$ cat src/rtl/ac97_sic.sv
// AC97 serial input controller: deserializes SDATA_IN framed by SYNC and presents
// the slot 0 tag, slot 1/2 status, slot 1 SLOTREQ and slot 3/4 PCM record samples.
module ac97_sic (
   input  logic        clk,
   input  logic        rst,
   input  logic        sync,
   input  logic        sdata_in,
   output logic        codec_ready,
   output logic [6:0]  sts_addr,
   output logic [15:0] sts_data,
   output logic        sts_valid,
   output logic [9:0]  slot_req,
   output logic [19:0] pcm_l,
   output logic [19:0] pcm_r,
   output logic        pcm_l_valid,
   output logic        pcm_r_valid,
   output logic        frame_err
);

   typedef enum logic [1:0] {StIdle, StRecv, StWait} state_e;

   state_e      state_q, state_d;
   logic [7:0]  bit_cnt_q, bit_cnt_d;
   logic        sync_q;
   logic [18:0] shift_q, shift_d;
   logic [19:0] shift_nxt;
   logic        sync_rise;

   // Only tag bits 15..11 gate commits; slot 1 keeps bits 18:2, slot 2 keeps bits 19:4.
   logic [4:0]  tag_q, tag_d;
   logic [16:0] slot1_q, slot1_d;
   logic [15:0] slot2_q, slot2_d;
   logic [19:0] slot3_q, slot3_d;

   logic        codec_ready_q, codec_ready_d;
   logic [6:0]  sts_addr_q, sts_addr_d;
   logic [15:0] sts_data_q, sts_data_d;
   logic        sts_valid_q, sts_valid_d;
   logic [9:0]  slot_req_q, slot_req_d;
   logic [19:0] pcm_l_q, pcm_l_d;
   logic [19:0] pcm_r_q, pcm_r_d;
   logic        pcm_l_valid_q, pcm_l_valid_d;
   logic        pcm_r_valid_q, pcm_r_valid_d;
   logic        frame_err_q, frame_err_d;

   assign sync_rise = sync & ~sync_q;
   assign shift_nxt = {shift_q, sdata_in};

   always_comb begin
      state_d       = state_q;
      bit_cnt_d     = bit_cnt_q;
      shift_d       = shift_q;
      tag_d         = tag_q;
      slot1_d       = slot1_q;
      slot2_d       = slot2_q;
      slot3_d       = slot3_q;
      codec_ready_d = codec_ready_q;
      sts_addr_d    = sts_addr_q;
      sts_data_d    = sts_data_q;
      slot_req_d    = slot_req_q;
      pcm_l_d       = pcm_l_q;
      pcm_r_d       = pcm_r_q;
      sts_valid_d   = 1'b0;
      pcm_l_valid_d = 1'b0;
      pcm_r_valid_d = 1'b0;
      frame_err_d   = 1'b0;

      case (state_q)
         StIdle, StWait: begin
            if (sync_rise) begin
               state_d   = StRecv;
               bit_cnt_d = 8'd1;
               shift_d   = shift_nxt[18:0];
            end
         end
         StRecv: begin
            shift_d = shift_nxt[18:0];
            if (sync_rise) begin
               // Early sync: drop the current frame, this edge carries bit 0.
               frame_err_d = 1'b1;
               bit_cnt_d   = 8'd1;
            end else begin
               bit_cnt_d = bit_cnt_q + 8'd1;
               case (bit_cnt_q)
                  8'd15: begin
                     tag_d         = shift_nxt[15:11];
                     codec_ready_d = shift_nxt[15];
                  end
                  8'd35: slot1_d = shift_nxt[18:2];
                  8'd55: slot2_d = shift_nxt[19:4];
                  8'd75: slot3_d = shift_nxt;
                  8'd95: begin
                     if (tag_q[4]) slot_req_d = slot1_q[9:0];
                     if (tag_q[4] & tag_q[3] & tag_q[2]) begin
                        sts_addr_d  = slot1_q[16:10];
                        sts_data_d  = slot2_q;
                        sts_valid_d = 1'b1;
                     end
                     if (tag_q[4] & tag_q[1]) begin
                        pcm_l_d       = slot3_q;
                        pcm_l_valid_d = 1'b1;
                     end
                     if (tag_q[4] & tag_q[0]) begin
                        pcm_r_d       = shift_nxt;
                        pcm_r_valid_d = 1'b1;
                     end
                  end
                  8'd255: state_d = StWait;
                  default: ;
               endcase
            end
         end
         default: state_d = StIdle;
      endcase
   end

   always_ff @(posedge clk) begin
      if (!rst) begin
         state_q       <= StIdle;
         bit_cnt_q     <= 8'd0;
         sync_q        <= 1'b1;
         shift_q       <= '0;
         tag_q         <= '0;
         slot1_q       <= '0;
         slot2_q       <= '0;
         slot3_q       <= '0;
         codec_ready_q <= 1'b0;
         sts_addr_q    <= '0;
         sts_data_q    <= '0;
         sts_valid_q   <= 1'b0;
         slot_req_q    <= '0;
         pcm_l_q       <= '0;
         pcm_r_q       <= '0;
         pcm_l_valid_q <= 1'b0;
         pcm_r_valid_q <= 1'b0;
         frame_err_q   <= 1'b0;
      end else begin
         state_q       <= state_d;
         bit_cnt_q     <= bit_cnt_d;
         sync_q        <= sync;
         shift_q       <= shift_d;
         tag_q         <= tag_d;
         slot1_q       <= slot1_d;
         slot2_q       <= slot2_d;
         slot3_q       <= slot3_d;
         codec_ready_q <= codec_ready_d;
         sts_addr_q    <= sts_addr_d;
         sts_data_q    <= sts_data_d;
         sts_valid_q   <= sts_valid_d;
         slot_req_q    <= slot_req_d;
         pcm_l_q       <= pcm_l_d;
         pcm_r_q       <= pcm_r_d;
         pcm_l_valid_q <= pcm_l_valid_d;
         pcm_r_valid_q <= pcm_r_valid_d;
         frame_err_q   <= frame_err_d;
      end
   end

   assign codec_ready = codec_ready_q;
   assign sts_addr    = sts_addr_q;
   assign sts_data    = sts_data_q;
   assign sts_valid   = sts_valid_q;
   assign slot_req    = slot_req_q;
   assign pcm_l       = pcm_l_q;
   assign pcm_r       = pcm_r_q;
   assign pcm_l_valid = pcm_l_valid_q;
   assign pcm_r_valid = pcm_r_valid_q;
   assign frame_err   = frame_err_q;

endmodule

$ cat config.mk
export PLATFORM = sky130hd
export DESIGN_NAME = ac97_sic
export DESIGN_NICKNAME = d
export VERILOG_FILES = /design/src/rtl/ac97_sic.sv
export SDC_FILE = /design/constraint.sdc
export NUM_CORES = 1
export LEC_CHECK = 0
export CORE_ASPECT_RATIO = 0.9
export CORE_UTILIZATION = 33
export DETAILED_ROUTE_END_ITERATION = 8
export SYNTH_ARGS = -nofsm -noshare
export SYNTH_HDL_FRONTEND = slang
export SYNTH_SLANG_ARGS = --single-unit
$ cat constraint.sdc
create_clock -name clk -period 4.7 [get_ports clk]
set_clock_uncertainty 0.05 [all_clocks]
set_input_delay 0.47 -clock clk [delete_from_list [all_inputs] [get_ports clk]]
set_output_delay 0.47 -clock clk [all_outputs]
set_load 0.01 [all_outputs]
### After elaboration in Yosys (flattened, before gate mapping)

Cells that the tools add are included.
Widths: inputs -> output; s select.

* word-level logic and storage cells: 68
* register bits after elaboration: 166
* output and inout port bits: 78

* equality and inequality tests: 11
* add/subtract/negate cells: 1
* mux-type cells: 13
* reduce and logical (&&, ||, !) cells: 15
* bitwise logic cells: 10

Operators by type and width (number)
* $pmux 19 s2: 1
* $mux 19: 1
* $eq 8x6->1 const B: 2
* $eq 8x7->1 const B: 2
* $mux 8: 2
* $pmux 8 s2: 1
* $reduce_and 4->1: 4
* $reduce_and 3->1: 5
* $add 8x1->8 const B: 1
* $eq 8x4->1 const B: 1
* $eq 8x8->1 const B: 1
* $mux 2: 3
* $and 1x1->1: 5
* $not 1->1: 5
* $mux 1: 4
* $ne 2x2->1 const B: 2
* $pmux 2 s2: 1
* $reduce_and 2->1: 2
* $reduce_or 4->1: 1
* $eq 2x1->1 const B: 1
* $eq 2x2->1 const B: 1
* $logic_not 2->1: 1
* $ne 2x1->1 const B: 1
* $reduce_bool 2->1: 1
* $reduce_or 2->1: 1

### Longest topological paths before layout

Gate-level depths: netlist (run 1).

* depth in word-level cells: 4
* mapped depth: 7

### Least setup slack after synthesis (run 1)

Ideal clock, no wire load.

* path type: input to register
* from: in sync
* to: reg sts_addr_q[0], in the netlist sts_addr[0]
* setup time: 118 ps
* arrival: 1755 ps
* slack: 2776 ps
* required time: 4532 ps
* cell stages on the path: 7
* path buffers: 3
* cell sequence: nand2b_1 -> buf_2 -> nand4b_4 -> or4_4 -> buf_6 -> buf_12 -> mux2i_1

* longest elaborated chain between the ends: 3

Ends and longest elaborated chain
* from (decl): line 6 `input logic sync,`
* $and 1x1->1: line 46 `assign sync_rise = sync & ~sync_q;`
* $not 1->1 (no line)
* $reduce_and 4->1 (no line)
* to (signal assigned): line 147 `sts_addr_q <= sts_addr_d;`
* to (decl): line 36 `logic [6:0] sts_addr_q, sts_addr_d;`

No other way between the ends.
A chain may end at the register's enable or synchronous reset.

### Final worst setup path (run 1)

* from: in sync
* to: reg slot1_q[5]

* longest elaborated chain between the ends: 3

Ends and longest elaborated chain
* $and 1x1->1: line 46
* $not 1->1 (no line)
* $reduce_and 3->1 (no line)
* to (signal assigned): line 143 `slot1_q <= slot1_d;`
* to (decl): line 31 `logic [16:0] slot1_q, slot1_d;`

No other way between the ends.

==> run_results.csv, run 1 <==
group,metric,value,unit
outcome,run_status,"finished, final reports clean",
flow_run,drv_cap,0,
worst_hold_path,whs_path_depth,2,
worst_hold_path,min_path_type,"flop to flop",
global_routing,grt_start_max_net_pins,92,
clock_tree,numClockSinks,165,
layout,seq_area,0.00330,mm2
pwr,vdd_drop_max,0.217,mV
die,die_area,0.0192,mm2
timing,fmax,379,MHz
pwr,p_leak,3.21,nW
global_routing,antenna_found_initial,0,
synth,synth_top_area_cell,"dfxtp_1",
layout,fin_nets,696,
placed_design,io_buffers,81,
synth,synth_area,0.00615,mm2
layout,drive_above_1_share,0.0639,
timing,setup_viol,0,
pwr,cellInternalPower,2.28,mW
clock_tree,htree_num_levels,4,
timing,holdWs,403,ps
clock_tree,cts_tree,"done",
layout,fill_cells,1737,
routing,firstDrtPassIters,5,
timing,rsz0062_at_grt,"false",
synth,avgSynthCellArea,9.77,um2
pwr,cellPowerDensity,372,mW/mm2
layout,design_area,0.00767,mm2
layout,areaGrowthSynthToFinish,24.6,%
routing,drc,0,
global_routing,track_usage,0.150,
die,die_x,146,um
clock_tree,post_cts_buffers,0,
pwr,p_comb_frac,0.017,
critical_path,crit_path_max_fanout,10,
synth,yosysSeqAreaShare,0.537,
global_routing,grt_overflow,0,
critical_path,endpoint_kind,"flop",
synth,ys.flop_type,"dfxtp_1",
routing,wl,13.7,mm
clock_tree,cts_hold_buf,0,
pwr,seq_power_share,0.492,
routing,ant_nets,0,
worst_hold_path,hold_start,"shift_q[18]$_SDFFE_PN0P_",
die,die_y,132,um
pwr,total_power,2.85,mW
global_routing,grt_pass1_vias,4421,
synth,synth_common_cells,"nand2_1 (194), dfxtp_1 (165), mux2i_1 (126)",
critical_path,worstSetupPathType,"input port to flop",
clock_tree,cts_made_buffers,17,
layout,antennaDiodeCount,0,
critical_path,cp-start-kind,"input port",
placed_design,dpl.hpwl,9.22,mm
die,core-area,0.0180,mm2
synth,syn_inst,630,
critical_path,crit-reg2reg-launch,"bit_cnt_q[0]$_SDFFE_PN0P_",
clock_tree,cts-root-buf,"clkbuf_16",
timing,fin_crit,2640,ps
placed_design,place.gp.congestion,0.757,
routing,viasPerCell,4.75,
layout,multiInputGateArea,0.00259,mm2
critical_path,reg2reg_to,"slot1_q[5]$_SDFFE_PN0P_",
worst_hold_path,holdPathEnd,"shift_q[18]$_SDFFE_PN0P_",
critical_path,reg2regPathDepth,5,
timing,fin_crit_sh,0.562,
timing,relSlewSlack,0.267,
pwr,clkPwrFrac,0.491,
die,io_pins,82,
pwr,p_switching,0.574,mW
critical_path,required,4990,ps
synth,synthTopCellsByArea,"dfxtp_1 (54%), mux2i_1 (21%), nand2_1 (12%)",
pwr,p_sw_frac,0.201,
critical_path,cp.arrival,2930,ps
timing,hold_viol_final,0,
synth,synth_edf_count,0,
die,initial_core_util,0.343,
clock_tree,clk-insertion-delay-late,420,ps
timing,worstMarginPinSlew,1090,ps
timing,drv_slew,0,
synth,synth_cell_types,38,
clock_tree,clkTransAtPathRegs,60,ps
routing,wl_per_cell,14.5,um
clock_tree,clockBufferDepth,2,
synth,synth_warnings,0,
synth,yosysMostFrequentCell,"nand2_1",
synth,async_flop_share,0,
synth,ys_ff_latch,165,
critical_path,r2r_slack,2150,ps
routing,num_vias,4487,
die,std_cell_rows,46,
global_routing,grt_pass1_wl,22.8,mm
placed_design,dpl_cell_area,0.00707,mm2
clock_tree,ctsResizeCount,0,
timing,tns,0,ps
synth,synth_top_area_share,0.537,
routing,drt_iter0_markers,303,
synth,syn-num-nets,635,
## state kept, by name, indices dropped and copies added (netlist names), 5 cells and up
| signal | count |
|---|---|
| bit_cnt_q | 8 |
| pcm_l | 20 |
| pcm_r | 20 |
| shift_q | 19 |
| slot1_q | 17 |
| slot2_q | 16 |
| slot3_q | 20 |
| slot_req | 10 |
| sts_addr | 7 |
| sts_data | 16 |
| tag_q | 5 |
## power by group through the flow
stage | logic [mW] | registers [mW] | clock network (mW)
floorplan | 0.0392 | 1.43 | 0
global placement | 0.0483 | 1.43 | 0
detailed placement | 0.0497 | 1.43 | 0
CTS | 0.0497 | 1.40 | 1.43
global route | 0.0553 | 1.40 | 1.50
finish | 0.0493 | 1.40 | 1.40
## worst max-delay path by stage
stage | from | slack (ps) | cells after the start | end
final | sync | 2060 | 6 | slot1_q[5]$_SDFFE_PN0P_
after global routing | sync | 1830 | 6 | slot1_q[5]$_SDFFE_PN0P_
after CTS | sync | 2010 | 6 | slot1_q[5]$_SDFFE_PN0P_
after detailed placement | sync | 1600 | 6 | slot1_q[5]$_SDFFE_PN0P_
after global placement | sync | 1710 | 6 | slot1_q[0]$_SDFFE_PN0P_
after floorplan | sync | 2780 | 7 | sts_addr[0]$_SDFFE_PN0P_
## critical path, cell delays in order
cell and delay, ps:
clkdlybuf4s50_1 430, nand2b_1 320, nand4b_4 190, nor4_2 920, buf_4 380, mux2i_1 220
## final cells by class
cell class	instances	area share
multi-input cells	417	0.338
inverters	2	0.000979
repair buffers	88	0.112
clock buffers	21	0.0614
flip-flops and latches	165	0.431
well taps	240	0.0392
clock inverters	11	0.0170
## logic make-up after synthesis
family | synth area share
AND/OR/NAND/NOR | 0.173
flip-flops | 0.537
multiplexers | 0.205
buffers and inverters | 0.0433
AO/OA/AOI/OAI | 0.0393
adder cells (fa/ha/maj) | 0.00203
## routing by layer
| layer | track usage | vias up | share of wire |
|---|---|---|---|
| met5 | 0 | - | 0 |
| met4 | 0.0567 | 0 | 0.014 |
| met3 | 0.0444 | 15 | 0.052 |
| met2 | 0.242 | 110 | 0.47 |
| met1 | 0.188 | 2118 | 0.46 |
| li1 | - | 2244 | - |
## stage by stage
| step | util | worst slack, ps | std cells |
|---|---|---|---|
| floorplan | - | 2780 | 630 |
| global placement | 0.394 | 1710 | 912 |
| detailed placement | 0.394 | 1600 | 912 |
| CTS | 0.427 | 2010 | 944 |
| global route | 0.427 | 1830 | 944 |
| finish | 0.427 | 2060 | 944 |
## cells in the final DEF, fill, tap and decap left out, types with 7 or more instances in the layout
cell type / count
nand2_1: 194
dfxtp_1: 165
mux2i_1: 126
clkdlybuf4s50_1: 80
a21oi_1: 23
clkbuf_16: 17
o21ai_0: 10
nand3_1: 10
clkinv_2: 8
buf_4: 8
nor2_1: 7
Note: power is estimated with default switching activity, not from simulation.
==> inputs of run 2 (changes only) <==
Clock period 4.7 ns to 2.7 ns, I/O delays scaled along.
==> run 2 against run 1 <==
  * Register-to-register slack worse by 1600 ps
  * Largest power group is now clock
  * Final area is 0.82% higher
  * Critical path depth decreased by 1
  * Critical path type is now flop to flop
  * Die area unchanged
  * Largest cell class unchanged
  * Highest routed layer unchanged
  * Hold slack worse by 160 ps
==> run_results.csv, run 2 (same netlist as run 1, synthesis figures left out) <==
group,metric,value,unit
routing,firstDrtPassIters,5,
critical_path,worstSetupPathType,"flop to flop",
placed_design,io_buffers,81,
layout,instances_no_fill,953,
timing,fin_crit_sh,0.791,
routing,viasPerCell,4.75,
global_routing,grt_pass1_wl,23.1,mm
layout,areaGrowthSynthToFinish,25.6,%
timing,fmax,468,MHz
layout,final_cell_mix,"nand2_1 (194), dfxtp_1 (165), mux2i_1 (126), clkdlybuf4s50_1 (80), a21oi_1 (23)",
global_routing,grt_pass1_vias,4526,
global_routing,globalRouteMet3Util,0.0427,
placed_design,dpl_cell_area,0.00713,mm2
die,std_cell_rows,46,
clock_tree,ctsResizeCount,0,
clock_tree,clkTransAtPathRegs,60,ps
routing,drc,0,
critical_path,endpoint_kind,"flop",
clock_tree,cts-root-buf,"clkbuf_16",
timing,hold_viol_final,0,
clock_tree,clockBufferDepth,2,
clock_tree,post_cts_buffers,0,
routing,num_vias,4531,
die,die_area,0.0192,mm2
pwr,cellPowerDensity,645,mW/mm2
outcome,run_status,"finished, final reports clean",
clock_tree,clk-insertion-delay-late,430,ps
timing,drv_slew,0,
worst_hold_path,min_path_type,"input port to flop",
clock_tree,cts_hold_buf,0,
timing,rsz0062_at_grt,"false",
timing,relSlewSlack,0.401,
critical_path,crit_path_max_fanout,10,
routing,wl_per_cell,14.8,um
layout,drive_above_1_share,0.0701,
global_routing,grt_start_max_net_pins,51,
clock_tree,cts_made_buffers,17,
global_routing,grt_overflow,0,
timing,setup_slack,563,ps
layout,antennaDiodeCount,0,
global_routing,use_met1,0.193,
flow_run,drv_cap,0,
die,initial_core_util,0.343,
timing,fin_crit,2140,ps
critical_path,cp.arrival,2390,ps
layout,design_area,0.00773,mm2
global_routing,grt_use_met2,0.248,
global_routing,antenna_found_initial,0,
clock_tree,cts_tree,"done",
critical_path,required,2960,ps
die,core-area,0.0180,mm2
pwr,vdd_drop_max,0.422,mV
critical_path,cp-start-kind,"flop",
timing,setup_viol,0,
die,io_pins,82,
layout,fin_nets,705,
clock_tree,htree_num_levels,4,
timing,worstMarginPinSlew,898,ps
clock_tree,numClockSinks,165,
placed_design,place_inst,921,
timing,tns,0,ps
layout,final_common_cell,"nand2_1",
routing,ant_nets,0,
placed_design,dpl.hpwl,9.67,mm
placed_design,preCtsSetupSlack,447,ps
global_routing,gr-max-usage-layer,"met2",
die,die_y,132,um
die,die_x,146,um
global_routing,track_usage,0.153,
pwr,p_leak,3.23,nW
routing,drt_iter0_markers,259,
placed_design,place.gp.congestion,0.817,
routing,wl,14.1,mm
==> run 2: cell types whose count changed in the layout (fill, tap and decap cells not counted) <==
| cell | change |
|---|---|
| clkinv_2 | -6 |
| clkbuf_1 | +4 |
| clkinvlp_4 | +2 |
| clkbuf_8 | -1 |
| clkinv_4 | +1 |
| buf_4 | +9 |
==> run 2: per-layer routing <==
metal  share of wire  routed length [um]
met2            0.47                6600
met5               0                   0
met3           0.047                 669
met4           0.013                 184
met1            0.47                6640
==> run 2: through the flow <==
| stage | power (mW) | utilization | hold WS [ps] |
|---|---|---|---|
| 2_1_floorplan | 2.56 | - | 321 |
| 3_3_place_gp | 2.59 | 0.397 | 397 |
| 3_5_place_dp | 2.59 | 0.397 | 403 |
| 4_1_cts | 5.03 | 0.430 | 235 |
| 5_1_grt | 5.15 | 0.430 | 260 |
| 6_report | 4.98 | 0.430 | 243 |
==> run 2: final timing paths <==
check,start,cells past startpoint,slack [ps],endpoint
worst max-delay path,bit_cnt_q[0]$_SDFFE_PN0P_,5,560,pcm_l[2]$_SDFFE_PN0P_
worst max register to register,bit_cnt_q[0]$_SDFFE_PN0P_,5,560,pcm_l[2]$_SDFFE_PN0P_
worst min register to register,sts_data[8]$_SDFFE_PN0P_,2,410,sts_data[8]$_SDFFE_PN0P_
worst min-delay path,rst,3,240,pcm_r[10]$_SDFFE_PN0P_
==> run 2: critical path, stage by stage (launching register included) <==
cell and delay [ps]:
dfxtp_1 400, ha_1 340, nand4b_4 180, or4_1 650
buf_4 250, mux2i_1 140
==> run 2: layout make-up <==
type	count	area, um2
inverter	2	7.51
fill	1705	10200
clock buffer	24	472
sequential	165	3300
timing repair buffer	97	928
multi-input combinational	417	2590
clock inverter	8	124
tap	240	300
==> run 2: power breakdown <==
group / internal [mW] / switching, mW
sequential: 2.44 / 0.00528
clock: 1.50 / 0.948
combinational: 0.0180 / 0.0722
